===== config.mk =====
export PLATFORM = sky130hd
export DESIGN_NAME = mpc_vaddsub_sat_pipe_flat
export DESIGN_NICKNAME = d
export VERILOG_FILES = /design/src/rtl/mpc_vaddsub_sat_pipe_if.sv /design/src/rtl/mpc_vaddsub_sat_pipe.sv /design/src/flat_wrapper.sv
export SDC_FILE = /design/constraint.sdc
export NUM_CORES = 1
export LEC_CHECK = 0
export CORE_MARGIN = 8
export CORE_UTILIZATION = 50
export DETAILED_ROUTE_END_ITERATION = 8
export PLACE_DENSITY = 0.85
export SLEW_MARGIN = 20
export SYNTH_ARGS = -nofsm -noshare
export SYNTH_HDL_FRONTEND = slang
export SYNTH_SLANG_ARGS = --single-unit

===== constraint.sdc =====
create_clock -name ap_clk -period 8.5 [get_ports ap_clk]
set_input_delay 1.7 -clock ap_clk [delete_from_list [all_inputs] [get_ports ap_clk]]
set_output_delay 1.7 -clock ap_clk [all_outputs]
set_load 0.01 [all_outputs]

===== src/rtl/mpc_vaddsub_sat_pipe_if.sv =====
// Start/done handshake and RAM ports of the saturating vector add/sub kernel.
// master: sequencer and RAM side; slave: the kernel.
interface mpc_vaddsub_sat_pipe_if #(
    parameter int W  = 32,
    parameter int AW = 5,
    parameter int CW = 5
);
    logic          ap_start;
    logic          ap_done;
    logic          ap_idle;
    logic          ap_ready;
    logic [1:0]    op_mode;
    logic [AW-1:0] A_address0;
    logic          A_ce0;
    logic [W-1:0]  A_q0;
    logic [AW-1:0] B_address0;
    logic          B_ce0;
    logic [W-1:0]  B_q0;
    logic [AW-1:0] R_address0;
    logic          R_ce0;
    logic          R_we0;
    logic [W-1:0]  R_d0;
    logic [CW-1:0] sat_count;
    logic          sat_any;

    modport master (
        output ap_start, op_mode, A_q0, B_q0,
        input  ap_done, ap_idle, ap_ready,
        input  A_address0, A_ce0, B_address0, B_ce0,
        input  R_address0, R_ce0, R_we0, R_d0,
        input  sat_count, sat_any
    );

    modport slave (
        input  ap_start, op_mode, A_q0, B_q0,
        output ap_done, ap_idle, ap_ready,
        output A_address0, A_ce0, B_address0, B_ce0,
        output R_address0, R_ce0, R_we0, R_d0,
        output sat_count, sat_any
    );
endinterface


===== src/rtl/mpc_vaddsub_sat_pipe.sv =====
// Element-wise saturating A-B / A+B / B-A / copy over two 1-cycle-latency RAMs.
// One element per cycle; the write stage trails the read stage by one cycle.
module mpc_vaddsub_sat_pipe #(
    parameter int N  = 24,
    parameter int W  = 32,
    parameter int AW = 5,
    parameter int CW = 5
) (
    input  logic ap_clk,
    input  logic ap_rst_n,
    mpc_vaddsub_sat_pipe_if.slave io
);
    typedef enum logic [1:0] {
        S_IDLE,
        S_RUN,
        S_DRAIN
    } state_e;

    localparam logic [AW-1:0] LAST = AW'(N - 1);

    state_e        state_q, state_d;
    logic [AW-1:0] idx_q, idx_d;
    logic [1:0]    mode_q, mode_d;
    logic          wv_q, wv_d;
    logic [AW-1:0] waddr_q, waddr_d;
    logic [CW-1:0] sat_q, sat_d;

    logic [W:0]   a_x;
    logic [W:0]   b_x;
    logic [W:0]   s_x;
    logic         ovf;
    logic [W-1:0] res;

    always_comb begin
        a_x = {io.A_q0[W-1], io.A_q0};
        b_x = {io.B_q0[W-1], io.B_q0};
        unique case (mode_q)
            2'b00:   s_x = a_x - b_x;
            2'b01:   s_x = a_x + b_x;
            2'b10:   s_x = b_x - a_x;
            default: s_x = a_x;
        endcase
        // Copy keeps the sign-extended operand, so these bits always agree there.
        ovf = s_x[W] ^ s_x[W-1];
        if (!ovf) begin
            res = s_x[W-1:0];
        end else if (s_x[W]) begin
            res = {1'b1, {(W-1){1'b0}}};
        end else begin
            res = {1'b0, {(W-1){1'b1}}};
        end
    end

    always_comb begin
        state_d = state_q;
        idx_d   = idx_q;
        mode_d  = mode_q;
        wv_d    = 1'b0;
        waddr_d = waddr_q;
        sat_d   = sat_q;
        if (wv_q && ovf) begin
            sat_d = sat_q + CW'(1);
        end
        unique case (state_q)
            S_IDLE: begin
                if (io.ap_start) begin
                    mode_d  = io.op_mode;
                    idx_d   = '0;
                    sat_d   = '0;
                    state_d = S_RUN;
                end
            end
            S_RUN: begin
                wv_d    = 1'b1;
                waddr_d = idx_q;
                idx_d   = idx_q + AW'(1);
                if (idx_q == LAST) begin
                    state_d = S_DRAIN;
                end
            end
            S_DRAIN: state_d = S_IDLE;
            default: state_d = S_IDLE;
        endcase
    end

    always_ff @(posedge ap_clk) begin
        if (!ap_rst_n) begin
            state_q <= S_IDLE;
            idx_q   <= '0;
            mode_q  <= 2'b00;
            wv_q    <= 1'b0;
            waddr_q <= '0;
            sat_q   <= '0;
        end else begin
            state_q <= state_d;
            idx_q   <= idx_d;
            mode_q  <= mode_d;
            wv_q    <= wv_d;
            waddr_q <= waddr_d;
            sat_q   <= sat_d;
        end
    end

    assign io.A_ce0      = (state_q == S_RUN);
    assign io.B_ce0      = (state_q == S_RUN);
    assign io.A_address0 = idx_q;
    assign io.B_address0 = idx_q;
    assign io.R_ce0      = wv_q;
    assign io.R_we0      = wv_q;
    assign io.R_address0 = waddr_q;
    assign io.R_d0       = res;
    assign io.ap_done    = (state_q == S_DRAIN);
    assign io.ap_ready   = (state_q == S_DRAIN);
    assign io.ap_idle    = (state_q == S_IDLE) && !io.ap_start;
    assign io.sat_count  = sat_q;
    assign io.sat_any    = |sat_q;
endmodule


===== src/flat_wrapper.sv =====
// flat-port wrapper written by rule: the top's interface ports become plain ports
module mpc_vaddsub_sat_pipe_flat 
#(
    parameter int N  = 24,
    parameter int W  = 32,
    parameter int AW = 5,
    parameter int CW = 5
)
  (ap_clk, ap_rst_n, io_ap_start, io_op_mode, io_A_q0, io_B_q0, io_ap_done, io_ap_idle, io_ap_ready, io_A_address0, io_A_ce0, io_B_address0, io_B_ce0, io_R_address0, io_R_ce0, io_R_we0, io_R_d0, io_sat_count, io_sat_any);
  mpc_vaddsub_sat_pipe_if #(.W(W), .AW(AW), .CW(CW)) io_i ();
  input  logic ap_clk;
  input  logic ap_rst_n;
  input wire logic [$bits(io_i.ap_start)-1:0] io_ap_start;
  input wire logic [$bits(io_i.op_mode)-1:0] io_op_mode;
  input wire logic [$bits(io_i.A_q0)-1:0] io_A_q0;
  input wire logic [$bits(io_i.B_q0)-1:0] io_B_q0;
  output wire logic [$bits(io_i.ap_done)-1:0] io_ap_done;
  output wire logic [$bits(io_i.ap_idle)-1:0] io_ap_idle;
  output wire logic [$bits(io_i.ap_ready)-1:0] io_ap_ready;
  output wire logic [$bits(io_i.A_address0)-1:0] io_A_address0;
  output wire logic [$bits(io_i.A_ce0)-1:0] io_A_ce0;
  output wire logic [$bits(io_i.B_address0)-1:0] io_B_address0;
  output wire logic [$bits(io_i.B_ce0)-1:0] io_B_ce0;
  output wire logic [$bits(io_i.R_address0)-1:0] io_R_address0;
  output wire logic [$bits(io_i.R_ce0)-1:0] io_R_ce0;
  output wire logic [$bits(io_i.R_we0)-1:0] io_R_we0;
  output wire logic [$bits(io_i.R_d0)-1:0] io_R_d0;
  output wire logic [$bits(io_i.sat_count)-1:0] io_sat_count;
  output wire logic [$bits(io_i.sat_any)-1:0] io_sat_any;
  assign io_i.ap_start = io_ap_start;
  assign io_i.op_mode = io_op_mode;
  assign io_i.A_q0 = io_A_q0;
  assign io_i.B_q0 = io_B_q0;
  assign io_ap_done = io_i.ap_done;
  assign io_ap_idle = io_i.ap_idle;
  assign io_ap_ready = io_i.ap_ready;
  assign io_A_address0 = io_i.A_address0;
  assign io_A_ce0 = io_i.A_ce0;
  assign io_B_address0 = io_i.B_address0;
  assign io_B_ce0 = io_i.B_ce0;
  assign io_R_address0 = io_i.R_address0;
  assign io_R_ce0 = io_i.R_ce0;
  assign io_R_we0 = io_i.R_we0;
  assign io_R_d0 = io_i.R_d0;
  assign io_sat_count = io_i.sat_count;
  assign io_sat_any = io_i.sat_any;
  mpc_vaddsub_sat_pipe #(.N(N), .W(W), .AW(AW), .CW(CW)) u_core (.ap_clk(ap_clk), .ap_rst_n(ap_rst_n), .io(io_i));
endmodule

==> metrics, run 1 <==
CP Max Fanout=6; Simple-Gate Fraction of Synth Area=21.3%; Logic pwr share=80.3%; status=completed; pin count of the biggest net entering global routing=56; clock transition at the registers of the reported paths=0.06 ns; FMAX=120 MHz; critical path data arrival time=6.61 ns; Power Density=129 nW/µm²; unrepaired setup endpoints after global routing=no; slew at the pin with the worst max-slew slack=0.946 ns; Cells after DPL=1197; Internal=0.576 mW; H-tree levels=1; worst setup margin=0.193 ns; sequential area share after synthesis=6.39%; Max Slew Vio Count=0; Reg power frac=9.4%; final net count=1172; #FFs+latches synth=20; post-synth top area cell=ha_1; Synthesized Nets=1036; xor/xnor share of the synthesized area=11.3%; mux cell area share after synthesis=1.84%; initial drt markers=557; Hold Vio Cnt, Final=0; cell with the most instances after synthesis=nand2_1; Net Sw Frac=45.0%; Max Clock Skew=0.00145 ns; Critical Path RT=6.80 ns; Worst Hold Class=reg -> reg; Max-cap violations=0; Synth Cell Area=6260 µm²; first-pass detailed-route iteration total=5; Num Clock Sinks=20; die extent in y=128 µm; initial antenna violation count=0; main area contributors after synthesis=ha_1, xnor2_1, dfxtp_1; Yosys cell types=82; headroom to the max-slew limit=36.9%; kind of end point of the critical path=primary output; critical path class=in -> out; P_leak=3.61 nW; clock buffer depth=2; Vias=7245; # DRC=0; setup violation total in the final timing report=0; VDD IR max=0.000107 V; antenna cell count=0; clock power share=10.3%; global-route wire length before repair=33300 µm; Die X=128 µm; Wirelength per Cell=17.6 µm; clock period minus worst slack=8.31 ns; starting utilization of the core area=50.5%; Top Ports=129; adder-cell share of the synthesized area=19.1%; Place WS=-0.0827 ns; CTS tree=done; Mapped Cells=894; commonest cells in the netlist=nand2_1, a21oi_1, ha_1; setup TNS=0 ns; DRT antenna net count=0; post-synthesis compound-gate area fraction=32.6%; aggregate global routing overflow=0; clock latency on the worst-skew pair=0.25 ns; switching power=0.472 mW; asr flop ratio synth=0%; CTS Root Cell=clkbuf_16; Avg Inst Size Synth=7.01 µm²; top_reg_cell synth=dfxtp_1; GR Util All Layers=24.4%; largest family of logic cells by synthesized area=compound AO/OA/AOI/OAI gates; post-route clock period utilization=97.7%; Port Buffers=128; Post CTS Setup Buffer Count=0; Syn. warnings=0; Final Routed Wirelength=21200 µm; final cell count without fillers=1201; vias in the first global route=6870; Core Box Area=12400 µm²; Post-synth EDFFs=0; Synth top area share=14.2%; placer congestion estimate=1.02; Via density=6.03; CTS Hold Bufs=0; die area=16400 µm²; share of layout cells above drive strength 1=8.65%; total CTS buffers=3; post-detail-place hpwl=16900 µm; synth-to-layout area growth=30.2%; Setup crit start kind=input pin; num rows=41
per-stage QoR:
| stage | util [%] | hold slack, ns | area (µm²) | total power, mW |
|---|---|---|---|---|
| after detailed placement | 63.7 | 0.463 | 7910 | 0.934 |
| after global placement | 63.7 | 0.451 | 7910 | 0.922 |
| after global routing | 65.7 | 0.500 | 8150 | 1.12 |
| after CTS | 64.5 | 0.474 | 8010 | 1.04 |
| final | 65.7 | 0.470 | 8150 | 1.05 |
| after floorplan | - | 0.488 | 6260 | 0.621 |
critical path: stages:
cell	delay (ns)
clkdlybuf4s50_1	0.42
inv_1	0.09
ha_1	0.18
or3b_4	0.42
nor4_4	0.18
a21oi_1	0.12
xnor2_1	0.16
ha_1	0.33
o21a_1	0.24
a2111oi_4	0.42
o21bai_1	0.16
or2_1	0.30
a211oi_4	0.30
a21oi_1	0.13
o221ai_2	0.33
buf_4	0.19
nand3_2	0.12
o21a_1	0.14
o22a_1	0.18
clkdlybuf4s50_1	0.49
layer usage:
| layer | wire length [µm] | vias to the layer above | global-route usage [%] |
|---|---|---|---|
| li1 | - | 3525 | - |
| met1 | 9270 | 3360 | 30.7 |
| met2 | 9930 | 325 | 42.3 |
| met3 | 1500 | 35 | 3.58 |
| met4 | 442 | 0 | 6.50 |
| met5 | 0 | - | 0 |
timing repair:
| action | in CTS | in global routing |
|---|---|---|
| setup endpoints to repair | 15 | 31 |
| pin swaps | 0 | 0 |
| gates resized for setup | 3 | 45 |
cells in the final DEF, fill, tap and decap left out, types with 20 or more instances in the layout:
cell             instances
xnor2_1                 64
nor2_1                  65
clkdlybuf4s50_1        100
ha_1                    70
buf_4                   47
a21oi_1                 71
nand3_1                 21
o21ai_0                 52
dfxtp_1                 20
inv_1                   63
nand2_1                 80
a21o_1                  30
dlymetal6s2s_1          27
kinds of logic (layout without fill, tap and decap cells):
logic type | after synthesis | after routing
AO/OA/AOI/OAI | 304 | 304
multiplexers | 11 | 11
AND/OR/NAND/NOR | 269 | 269
flip-flops | 20 | 20
XOR/XNOR | 81 | 81
adder cells (fa/ha/maj) | 99 | 99
buffers and inverters | 110 | 245
power groups by stage:
stage / sequential [mW] / combinational (mW) / clock (mW)
2_1_floorplan: 0.101 / 0.520 / 0
3_3_place_gp: 0.101 / 0.821 / 0
3_5_place_dp: 0.101 / 0.833 / 0
4_1_cts: 0.0990 / 0.837 / 0.108
5_1_grt: 0.0995 / 0.910 / 0.112
6_report: 0.0990 / 0.842 / 0.108
cell type report:
cell class | count | area (µm²)
multi-input cells | 764 | 5480
repair buffers | 177 | 1730
well taps | 172 | 215
flip-flops and latches | 20 | 400
clock buffers | 4 | 88.8
fillers | 1107 | 4260
inverters | 64 | 240
state kept, by name (all words and copies together), names as in the netlist:
register / count
u_core.io.R_ce0: 1
u_core.io.sat_count: 5
u_core.io.R_address0: 5
u_core.io.A_address0: 5
u_core.mode_q: 2
u_core.state_q: 2
final timing paths:
path,endpoint,slack (ns),start,cells after the start
max reg2reg,u_core.io.sat_count[1],3.90,u_core.mode_q[0],17
min reg2reg,u_core.io.R_address0[4],0.47,u_core.io.R_address0[4],2
max,io_R_d0[30],0.19,io_A_q0[0],20
min,u_core.io.R_address0[4],0.47,u_core.io.R_address0[4],2
Note: power is estimated with default switching activity, not from simulation.
==> inputs of run 2 (changes only) <==
- PLACE_DENSITY: 0.85 -> 0.78
==> metrics, run 2 (same netlist as run 1, synthesis figures left out) <==
Global Route met3 Usage=3.66%; slew at the pin with the worst max-slew slack=0.953 ns; CTS Root Cell=clkbuf_16; Final Util=66.2%; r2r startpoint=u_core.mode_q[0]; final instance area=8220 µm²; initial antenna violation count=0; first-pass detailed-route iteration total=5; Core Box Area=12400 µm²; fillers=1120; Critical Path RT=6.80 ns; clock transition at the registers of the reported paths=0.05 ns; Min-Delay Endpoint=u_core.io.R_address0[1]; Worst Hold Class=reg -> reg; global-route wire length before repair=33100 µm; Via density=6.00; met2 usage=41.9%; setup violation total in the final timing report=0; kind of end point of the critical path=primary output; area of the multi-input gates=5450 µm²; GR Util All Layers=24.2%; CTS Hold Bufs=0; synth-to-layout area growth=31.2%; FMAX=121 MHz; Power Density=128 nW/µm²; Max Clock Skew=0.00284 ns; share of layout cells above drive strength 1=8.70%; Total Power=1.06 mW; vias in the first global route=6785; placer congestion estimate=0.960; die extent in y=128 µm; Place WS=0.0661 ns; post-detail-place hpwl=16600 µm; status=completed; critical path data arrival time=6.59 ns; Setup crit start kind=input pin; antenna cell count=0; critical path class=in -> out; FF-to-FF setup slack=3.69 ns; pin count of the biggest net entering global routing=56; Wirelength per Cell=17.6 µm; cells on worst reg2reg path=19; Vias=7238; initial drt markers=612; final net count=1177; Die X=128 µm; Max-cap violations=0; Final Routed Wirelength=21200 µm; r2r endpoint=u_core.io.sat_count[2]; most common cell after layout, fill and taps aside=clkdlybuf4s50_1; Hold Vio Cnt, Final=0; CTS tree=done; H-tree levels=1; starting utilization of the core area=50.5%; Top Ports=129; worst hold start=u_core.io.R_address0[1]; unrepaired setup endpoints after global routing=no; Port Buffers=128; commonest cells after routing, fill and taps aside=clkdlybuf4s50_1, nand2_1, a21oi_1; P_leak=3.66 nW; VDD IR max=0.000114 V; post-route clock period utilization=97.5%; Max Slew Vio Count=0; clock period minus worst slack=8.29 ns; setup TNS=0 ns; die area=16400 µm²; aggregate global routing overflow=0; CP Max Fanout=12; num rows=41; # DRC=0; GRT busiest layer=met2; DRT antenna net count=0; dpl cell area=7950 µm²; headroom to the max-slew limit=36.5%; clock buffer depth=2; total CTS buffers=3; worst setup margin=0.212 ns; met1 Use GR=30.4%; Num Clock Sinks=20; clock latency on the worst-skew pair=0.25 ns; Worst Hold Depth=2; Register Area=400 µm²
==> run 2: cell types whose count changed in the layout (fill, tap and decap cells not counted), moves of 2 or more <==
cell / previous run / this run
buf_12: 1 / 3
and3_4: 2 / 0
buf_4: 47 / 49
clkdlybuf4s50_1: 100 / 97
dlymetal6s2s_1: 27 / 31
==> run 2: per-layer routing <==
| metal | vias up | wire length, µm |
|---|---|---|
| met5 | - | 0 |
| li1 | 3535 | - |
| met3 | 36 | 1520 |
| met1 | 3389 | 9370 |
| met2 | 278 | 9970 |
| met4 | 0 | 348 |
==> run 2: how the worst max path moves through the flow <==
stage | startpoint | slack [ns] | to | depth (start not counted)
3_5_place_dp | io_A_q0[12] | 0.07 | io_R_d0[0] | 20
3_3_place_gp | io_A_q0[0] | 0.13 | io_R_d0[0] | 22
6_report | io_A_q0[0] | 0.21 | io_R_d0[31] | 19
4_1_cts | io_A_q0[12] | 0.05 | io_R_d0[9] | 20
5_1_grt | io_A_q0[0] | 0.02 | io_R_d0[31] | 19
2_1_floorplan | io_A_q0[12] | 1.19 | io_R_d0[22] | 19
==> run 2: area by class of cell <==
class	count	share of cell area (%)
multi-input cells	764	66.3
repair buffers	182	22.2
flip-flops and latches	20	4.87
inverters	64	2.92
well taps	172	2.62
clock buffers	4	1.08
==> run 2: per-stage QoR <==
stage          cells  hold WS [ns]
2_1_floorplan    894         0.488
4_1_cts         1203         0.466
6_report        1206         0.461
5_1_grt         1206         0.489
3_5_place_dp    1199         0.461
3_3_place_gp    1199         0.454
==> run 2: power breakdown <==
group          switching [mW]  total [mW]  internal, mW
clock                  0.0331       0.105        0.0716
combinational           0.432       0.852         0.420
sequential            0.00273      0.0989        0.0961
total                   0.468        1.06         0.588
==> run 2: timing repair <==
action,4_1_cts,5_1_grt
resized for setup,0,43
buffers inserted,0,2
setup endpoints to repair,0,32
hold endpoints to repair,0,0
==> run 2: critical path: stages <==
cell	delay, ns
clkdlybuf4s50_1	0.41
inv_1	0.08
ha_1	0.19
or3b_4	0.42
nor4_4	0.19
a21oi_1	0.13
xnor2_1	0.18
ha_1	0.23
a211o_1	0.33
a2111oi_4	0.42
o21bai_1	0.16
or2_1	0.26
a211oi_2	0.32
buf_4	0.17
a21oi_1	0.09
o221ai_4	0.35
clkbuf_16	0.26
mux2_2	0.15
clkdlybuf4s50_1	0.54
